$ cat src/rtl/mem_access_unit_if.sv
// Bus bundle for the LC-3 memory access stage.
// slave = the access unit, master = ISDU/datapath/SRAM side.
interface mem_access_unit_if;
  logic [15:0] ADDR_IN;
  logic [15:0] BUS_IN;
  logic        MAR_SEL;
  logic        LD_MAR;
  logic        LD_MDR;
  logic        MEM_REQ;
  logic        MEM_WR;
  logic [15:0] SRAM_RDATA;
  logic [15:0] MAR;
  logic [15:0] MDR;
  logic [15:0] SRAM_ADDR;
  logic [15:0] SRAM_WDATA;
  logic        SRAM_CE;
  logic        SRAM_OE;
  logic        SRAM_WE;
  logic        BUSY;
  logic        MEM_RDY;

  modport slave (
    input  ADDR_IN, BUS_IN, MAR_SEL, LD_MAR, LD_MDR,
    input  MEM_REQ, MEM_WR, SRAM_RDATA,
    output MAR, MDR, SRAM_ADDR, SRAM_WDATA,
    output SRAM_CE, SRAM_OE, SRAM_WE, BUSY, MEM_RDY
  );

  modport master (
    output ADDR_IN, BUS_IN, MAR_SEL, LD_MAR, LD_MDR,
    output MEM_REQ, MEM_WR, SRAM_RDATA,
    input  MAR, MDR, SRAM_ADDR, SRAM_WDATA,
    input  SRAM_CE, SRAM_OE, SRAM_WE, BUSY, MEM_RDY
  );
endinterface

$ cat src/rtl/mem_access_unit.sv
// LC-3 memory access stage: MAR/MDR plus a fixed-latency SRAM sequencer.
// Ports: Clk, Reset (sync, active-high), bus (slave side of the bundle).
module mem_access_unit #(
  parameter int unsigned LATENCY = 2
) (
  input  logic             Clk,
  input  logic             Reset,
  mem_access_unit_if.slave bus
);

  localparam logic [3:0] CNT_INIT = 4'(LATENCY - 1);

  typedef enum logic [1:0] {
    IDLE   = 2'd0,
    ACCESS = 2'd1,
    DONE   = 2'd2
  } state_e;

  state_e      state_q, state_d;
  logic        is_wr_q, is_wr_d;
  logic [3:0]  cnt_q, cnt_d;
  logic [15:0] mar_q, mar_d;
  logic [15:0] mdr_q, mdr_d;

  always_comb begin
    state_d = state_q;
    is_wr_d = is_wr_q;
    cnt_d   = cnt_q;
    mar_d   = mar_q;
    mdr_d   = mdr_q;
    unique case (state_q)
      IDLE, DONE: begin
        if (bus.LD_MAR)
          mar_d = bus.MAR_SEL ? bus.ADDR_IN : bus.BUS_IN;
        if (bus.LD_MDR)
          mdr_d = bus.BUS_IN;
        state_d = IDLE;
        // Loads above land on the same edge, so the
        // new transaction sees the fresh MAR/MDR.
        if (bus.MEM_REQ) begin
          state_d = ACCESS;
          cnt_d   = CNT_INIT;
          is_wr_d = bus.MEM_WR;
        end
      end
      ACCESS: begin
        if (cnt_q == 4'd0) begin
          state_d = DONE;
          if (!is_wr_q)
            mdr_d = bus.SRAM_RDATA;
        end else begin
          cnt_d = cnt_q - 4'd1;
        end
      end
      default: state_d = IDLE;
    endcase
  end

  always_ff @(posedge Clk) begin
    if (Reset) begin
      state_q <= IDLE;
      is_wr_q <= 1'b0;
      cnt_q   <= 4'd0;
      mar_q   <= 16'h0000;
      mdr_q   <= 16'h0000;
    end else begin
      state_q <= state_d;
      is_wr_q <= is_wr_d;
      cnt_q   <= cnt_d;
      mar_q   <= mar_d;
      mdr_q   <= mdr_d;
    end
  end

  // Strobes depend on registered state only.
  assign bus.MAR        = mar_q;
  assign bus.MDR        = mdr_q;
  assign bus.SRAM_ADDR  = mar_q;
  assign bus.SRAM_WDATA = mdr_q;
  assign bus.SRAM_CE    = (state_q == ACCESS);
  assign bus.SRAM_OE    = (state_q == ACCESS) && !is_wr_q;
  assign bus.SRAM_WE    = (state_q == ACCESS) && is_wr_q;
  assign bus.BUSY       = (state_q == ACCESS) ||
                          (state_q == DONE);
  assign bus.MEM_RDY    = (state_q == DONE);

endmodule

$ cat src/flat_wrapper.sv
// flat-port wrapper written by rule: the top's interface ports become plain ports
module mem_access_unit_flat 
#(
  parameter int unsigned LATENCY = 2
)
  (Clk, Reset, bus_ADDR_IN, bus_BUS_IN, bus_MAR_SEL, bus_LD_MAR, bus_LD_MDR, bus_MEM_REQ, bus_MEM_WR, bus_SRAM_RDATA, bus_MAR, bus_MDR, bus_SRAM_ADDR, bus_SRAM_WDATA, bus_SRAM_CE, bus_SRAM_OE, bus_SRAM_WE, bus_BUSY, bus_MEM_RDY);
  mem_access_unit_if bus_i ();
  input  logic Clk;
  input  logic Reset;
  input wire logic [$bits(bus_i.ADDR_IN)-1:0] bus_ADDR_IN;
  input wire logic [$bits(bus_i.BUS_IN)-1:0] bus_BUS_IN;
  input wire logic [$bits(bus_i.MAR_SEL)-1:0] bus_MAR_SEL;
  input wire logic [$bits(bus_i.LD_MAR)-1:0] bus_LD_MAR;
  input wire logic [$bits(bus_i.LD_MDR)-1:0] bus_LD_MDR;
  input wire logic [$bits(bus_i.MEM_REQ)-1:0] bus_MEM_REQ;
  input wire logic [$bits(bus_i.MEM_WR)-1:0] bus_MEM_WR;
  input wire logic [$bits(bus_i.SRAM_RDATA)-1:0] bus_SRAM_RDATA;
  output wire logic [$bits(bus_i.MAR)-1:0] bus_MAR;
  output wire logic [$bits(bus_i.MDR)-1:0] bus_MDR;
  output wire logic [$bits(bus_i.SRAM_ADDR)-1:0] bus_SRAM_ADDR;
  output wire logic [$bits(bus_i.SRAM_WDATA)-1:0] bus_SRAM_WDATA;
  output wire logic [$bits(bus_i.SRAM_CE)-1:0] bus_SRAM_CE;
  output wire logic [$bits(bus_i.SRAM_OE)-1:0] bus_SRAM_OE;
  output wire logic [$bits(bus_i.SRAM_WE)-1:0] bus_SRAM_WE;
  output wire logic [$bits(bus_i.BUSY)-1:0] bus_BUSY;
  output wire logic [$bits(bus_i.MEM_RDY)-1:0] bus_MEM_RDY;
  assign bus_i.ADDR_IN = bus_ADDR_IN;
  assign bus_i.BUS_IN = bus_BUS_IN;
  assign bus_i.MAR_SEL = bus_MAR_SEL;
  assign bus_i.LD_MAR = bus_LD_MAR;
  assign bus_i.LD_MDR = bus_LD_MDR;
  assign bus_i.MEM_REQ = bus_MEM_REQ;
  assign bus_i.MEM_WR = bus_MEM_WR;
  assign bus_i.SRAM_RDATA = bus_SRAM_RDATA;
  assign bus_MAR = bus_i.MAR;
  assign bus_MDR = bus_i.MDR;
  assign bus_SRAM_ADDR = bus_i.SRAM_ADDR;
  assign bus_SRAM_WDATA = bus_i.SRAM_WDATA;
  assign bus_SRAM_CE = bus_i.SRAM_CE;
  assign bus_SRAM_OE = bus_i.SRAM_OE;
  assign bus_SRAM_WE = bus_i.SRAM_WE;
  assign bus_BUSY = bus_i.BUSY;
  assign bus_MEM_RDY = bus_i.MEM_RDY;
  mem_access_unit #(.LATENCY(LATENCY)) u_core (.Clk(Clk), .Reset(Reset), .bus(bus_i));
endmodule
$ cat config.mk
export PLATFORM = sky130hd
export DESIGN_NAME = mem_access_unit_flat
export DESIGN_NICKNAME = d
export VERILOG_FILES = /design/src/rtl/mem_access_unit_if.sv /design/src/rtl/mem_access_unit.sv /design/src/flat_wrapper.sv
export SDC_FILE = /design/constraint.sdc
export NUM_CORES = 1
export LEC_CHECK = 0
export CORE_MARGIN = 1
export CORE_UTILIZATION = 34
export DETAILED_ROUTE_END_ITERATION = 10
export MAX_ROUTING_LAYER = met4
export PLACE_DENSITY = 0.76
export SYNTH_ARGS = -nofsm -noshare
export SYNTH_HDL_FRONTEND = slang
export SYNTH_SLANG_ARGS = --single-unit
$ cat constraint.sdc
create_clock -name Clk -period 2.23 [get_ports Clk]
set_clock_uncertainty 0.15 [all_clocks]
set_input_delay 0.669 -clock Clk [delete_from_list [all_inputs] [get_ports Clk]]
set_output_delay 0.669 -clock Clk [all_outputs]
set_load 0.01 [all_outputs]
# --- Word-level counts from Yosys, hierarchy flattened ---
# Cells that the tools add are included.
word_totals:
  ff_bits: 39
  out_inout_bits: 69
  wordCells: 36
op_classes:
  add_sub_neg: 1
  eq_ne: 7
  mux: 11
  reduce_logical: 12
op_table:
  columns: ["operator", "count"]
  rows:
  - ["$mux 16", 4]
  - ["$pmux 16 s2", 1]
  - ["$mux 4", 2]
  - ["$ne 2x2->1 const B", 4]
  - ["$pmux 4 s2", 1]
  - ["$logic_not 4->1", 1]
  - ["$pmux 2 s2", 1]
  - ["$reduce_and 2->1", 2]
  - ["$reduce_and 4->1", 1]
  - ["$sub 4x1->4 const B", 1]
  - ["$reduce_and 3->1", 1]
  - ["$eq 2x1->1 const B", 1]
  - ["$eq 2x2->1 const B", 1]
  - ["$logic_and 1x1->1", 2]
  - ["$logic_not 2->1", 1]
  - ["$mux 2", 1]
  - ["$ne 2x1->1 const B", 1]
  - ["$reduce_bool 2->1", 1]
  - ["$reduce_or 2->1", 1]
  - ["$logic_not 1->1", 1]
  - ["$logic_or 1x1->1", 1]
  - ["$mux 1", 1]

# --- Longest topological paths before layout ---
# Gate-level depths: netlist of run 1.
depth:
  word_depth: 4
  depth_mapped: 8

# --- Worst setup path after synthesis of run 1 ---
# OpenSTA, ideal clock, no wires.
synth_timing:
  path_type: "register -> output"
  start: "register u_core.state_q[1]"
  end: "output bus_SRAM_WE"
  arrival_time_ps: 1369
  required_ps: 1411
  setup_slack_ps: 42
  path_stages_with_launch: 7
  n_path_buf: 2
  cell_sequence: "dfxtp_1 -> inv_1 -> ha_1 -> buf_2 -> nand2_1 -> clkbuf_1 -> inv_1"
synth_between:
  elab_chain_len: 2
synth_rtl:
  columns: ["item", "line_no", "source"]
  rows:
  - ["from (decl)", "mem_access_unit.sv:19", "state_e state_q, state_d;"]
  - ["from (signal assigned)", "mem_access_unit.sv:67", "state_q <= state_d;"]
  - ["$eq 2x1->1", "mem_access_unit.sv:82", "assign bus.SRAM_WE = (state_q == ACCESS) && is_wr_q;"]
  - ["$logic_and 1x1->1", "mem_access_unit.sv:82", null]
  - ["to (decl)", "flat_wrapper.sv:24", "output wire logic [$bits(bus_i.SRAM_WE)-1:0] bus_SRAM_WE;"]
# No other way between the ends.

# --- Worst setup path in the final report of run 1 ---
layout_timing:
  start: "register u_core.state_q[1]"
  end: "output bus_SRAM_CE"
layout_between:
  elab_chain_len: 1
layout_rtl:
  columns: ["item", "line_no", "source"]
  rows:
  - ["$eq 2x1->1", "mem_access_unit.sv:80", "assign bus.SRAM_CE = (state_q == ACCESS);"]
  - ["to (decl)", "flat_wrapper.sv:22", "output wire logic [$bits(bus_i.SRAM_CE)-1:0] bus_SRAM_CE;"]
# No other way between the ends.

==> impl_metrics.yaml, run 1 <==
final_layout:
  final_common_cell: "clkdlybuf4s50_1"
  area_delta_synth_final_pct: 57.5
  final_cell_mix: "clkdlybuf4s50_1 (118), dfxtp_1 (37), mux2i_1 (33)"
  finalCoreUtilization: 0.560
  layout-drive-gt1-share: 0.0790
  num_antenna_cells: 0
  fin_nets: 390
clocking:
  htree_levels: 2
  path_clk_slew_ps: 70
  cts_sinks: 39
  ctsLongestPathBuffers: 2
  clk_latency_ps: 290
  cts_tree: "built"
  cts_buffers: 5
  cts-root-buf: "clkbuf_8"
floorplanning:
  die_w_um: 81.2
  io_pins: 124
  initial_core_util: 0.356
  core_mm2: 0.00599
  num_rows: 28
  die_area_mm2: 0.00659
  die_h_um: 81.2
worst_setup_path:
  cp.required_ps: 1410
  cp.arrival_ps: 1300
  path_class: "register to output pin"
  critPathMaxStageDelay_ps: 350
  cp-start-kind: "register"
  critPathCaptureType: "output pin"
  crit_path_cell_trace: "inv_2 -> ha_1 -> buf_4 -> dlygate4sd2_1"
  crit_family: "buffers and inverters"
  crit_buf_inv: 3
  slowest_stage: "dfxtp_2"
  cp_max_fo: 4
timing:
  slew_headroom: 0.797
  finalSetupTns_ps: 0
  rsz0062_at_grt: "no"
  worstMarginPinSlew_ps: 302
  report.final.slew_viol_count: 0
  setup_viol: 0
  min_period_ps: 2120
  fmax_ghz: 0.473
  hold_violations: 0
  fin_crit_sh: 0.949
placement:
  dp_hpwl_um: 4520
  place.gp.congestion: 0.816
  io_buffers: 123
power:
  power.total_mw: 2.06
  ir_drop_uv: 280
  leakage_nw: 1.30
  p_per_area_mw_per_mm2: 614
global_route:
  grt_max_degree: 40
  gr-usage-met2: 0.318
  antenna_found_initial: 0
  grt_pass1_wl_um: 8690
  grt-ovfl-total: 0
  grt-busiest-layer: "met2"
  gr-usage-all-layers: 0.183
  first_global_vias: 1831
  use_met3: 0.0551
  met1_usage: 0.201
drt:
  vias: 2000
  wl_per_cell_um: 14.4
  drtIter0Drc: 43
  ant_nets: 0
  drc: 0
  vias_per_cell: 4.95
  routed_wl_um: 5840
  first_pass_iters: 4
synth:
  synth_top_cells_by_area: "dfxtp_1 (37%), mux2i_1 (15%), buf_4 (12%)"
  synth.top_cell.area_share: 0.366
  ys_seq_elements: 39
  synth_area_leader_cell: "dfxtp_1"
  synth_cells: 233
  synth_cell_types: 28
  ys_warn_count: 0
  avgSynthCellArea_um2: 9.15
  syn-num-nets: 295
  ys_seq_area_frac: 0.366
  syn_area_mm2: 0.00213
outcome:
  status: "finished clean"
run:
  drv_cap: 0
hold_path:
  hp-class: "register to register"
==> power by group <==
group | total (mW) | internal [mW] | switching, mW
Clock | 0.464 | 0.219 | 0.246
Combinational | 0.762 | 0.450 | 0.311
Sequential | 0.837 | 0.773 | 0.0640
==> final cells by class <==
type	instances	area, um2
clock buffers	6	72.6
clock inverters	2	12.5
fillers	574	2630
inverters	6	22.5
multi-input cells	140	1010
flip-flops and latches	39	786
well taps	75	93.8
repair buffers	136	1360
==> synthesized netlist by cell type <==
cell type,instances
a211oi_1,32
o21bai_1,1
dfxtp_1,39
inv_1,6
ha_1,7
or3_1,2
nor3_1,1
nand2_1,4
clkbuf_1,10
buf_2,2
o21ai_0,4
or3b_1,2
buf_6,2
a211oi_2,1
buf_1,1
nor2_1,23
a31oi_1,1
nor3b_1,1
nand2b_1,1
a22oi_2,1
and2_1,1
or4_1,2
buf_4,33
a21oi_1,18
mux2i_1,33
o31ai_1,1
nor2b_1,1
nand3_1,3
==> cells by family (layout without fill, tap and decap cells) <==
| group | Yosys count | count (layout) | share of synthesized area |
|---|---|---|---|
| buffers and inverters | 54 | 150 | 0.161 |
| flip-flops | 39 | 39 | 0.366 |
| AND/OR/NAND/NOR | 41 | 41 | 0.0904 |
| adder cells (fa/ha/maj) | 7 | 7 | 0.0411 |
| AO/OA/AOI/OAI | 59 | 59 | 0.186 |
| multiplexers | 33 | 33 | 0.155 |
==> layer usage <==
| metal | part of all wire | vias up |
|---|---|---|
| met5 | 0 | - |
| li1 | - | 993 |
| met4 | 0.0067 | 0 |
| met2 | 0.50 | 90 |
| met1 | 0.42 | 913 |
| met3 | 0.077 | 4 |
==> metrics by stage <==
| stage | hold slack [ps] | instances | setup WS [ps] | area (um2) |
|---|---|---|---|---|
| 3_5_place_dp | 358 | 396 | 7.34 | 3270 |
| 2_1_floorplan | 317 | 233 | 42.0 | 2130 |
| 3_3_place_gp | 337 | 396 | 69.7 | 3270 |
| 5_1_grt | 388 | 404 | 19.3 | 3360 |
| 6_report | 364 | 404 | 114 | 3360 |
| 4_1_cts | 369 | 404 | 107 | 3360 |
==> flip-flops by register name, indices dropped and copies added, names as in the netlist <==
name / flops
u_core.state_q: 2
u_core.is_wr_q: 1
u_core.cnt_q: 4
u_core.bus.MAR: 16
u_core.bus.MDR: 16
==> repair_timing <==
action | 4_1_cts | 5_1_grt
buffers inserted | 0 | 0
gates resized for setup | 9 | 0
hold buffers | 0 | 0
endpoints found under the setup margin | 5 | 0
==> worst min-delay path: stages, from the launching register on <==
cell and delay (ps):
dfxtp_1 330, o21ai_0 70, a21oi_1 70
==> path summary, 6_finish.rpt <==
check	to	slack [ps]	depth (start not counted)	startpoint
setup / recovery	bus_SRAM_CE	110	4	u_core.state_q[1]$_SDFFE_PP0P_
setup reg to reg	u_core.bus.MDR[13]$_SDFFE_PP0P_	200	7	u_core.state_q[0]$_SDFFE_PP0P_
hold / removal	u_core.cnt_q[2]$_SDFFE_PP0P_	360	2	u_core.cnt_q[2]$_SDFFE_PP0P_
hold reg to reg	u_core.cnt_q[2]$_SDFFE_PP0P_	360	2	u_core.cnt_q[2]$_SDFFE_PP0P_
Note: power is estimated with default switching activity, not from simulation.
==> inputs of run 2 (changes only) <==
- CAP_MARGIN: unset -> 5
==> results of run 2 <==
Same layout as run 1: the final DEF is identical, and so are final timing and power.
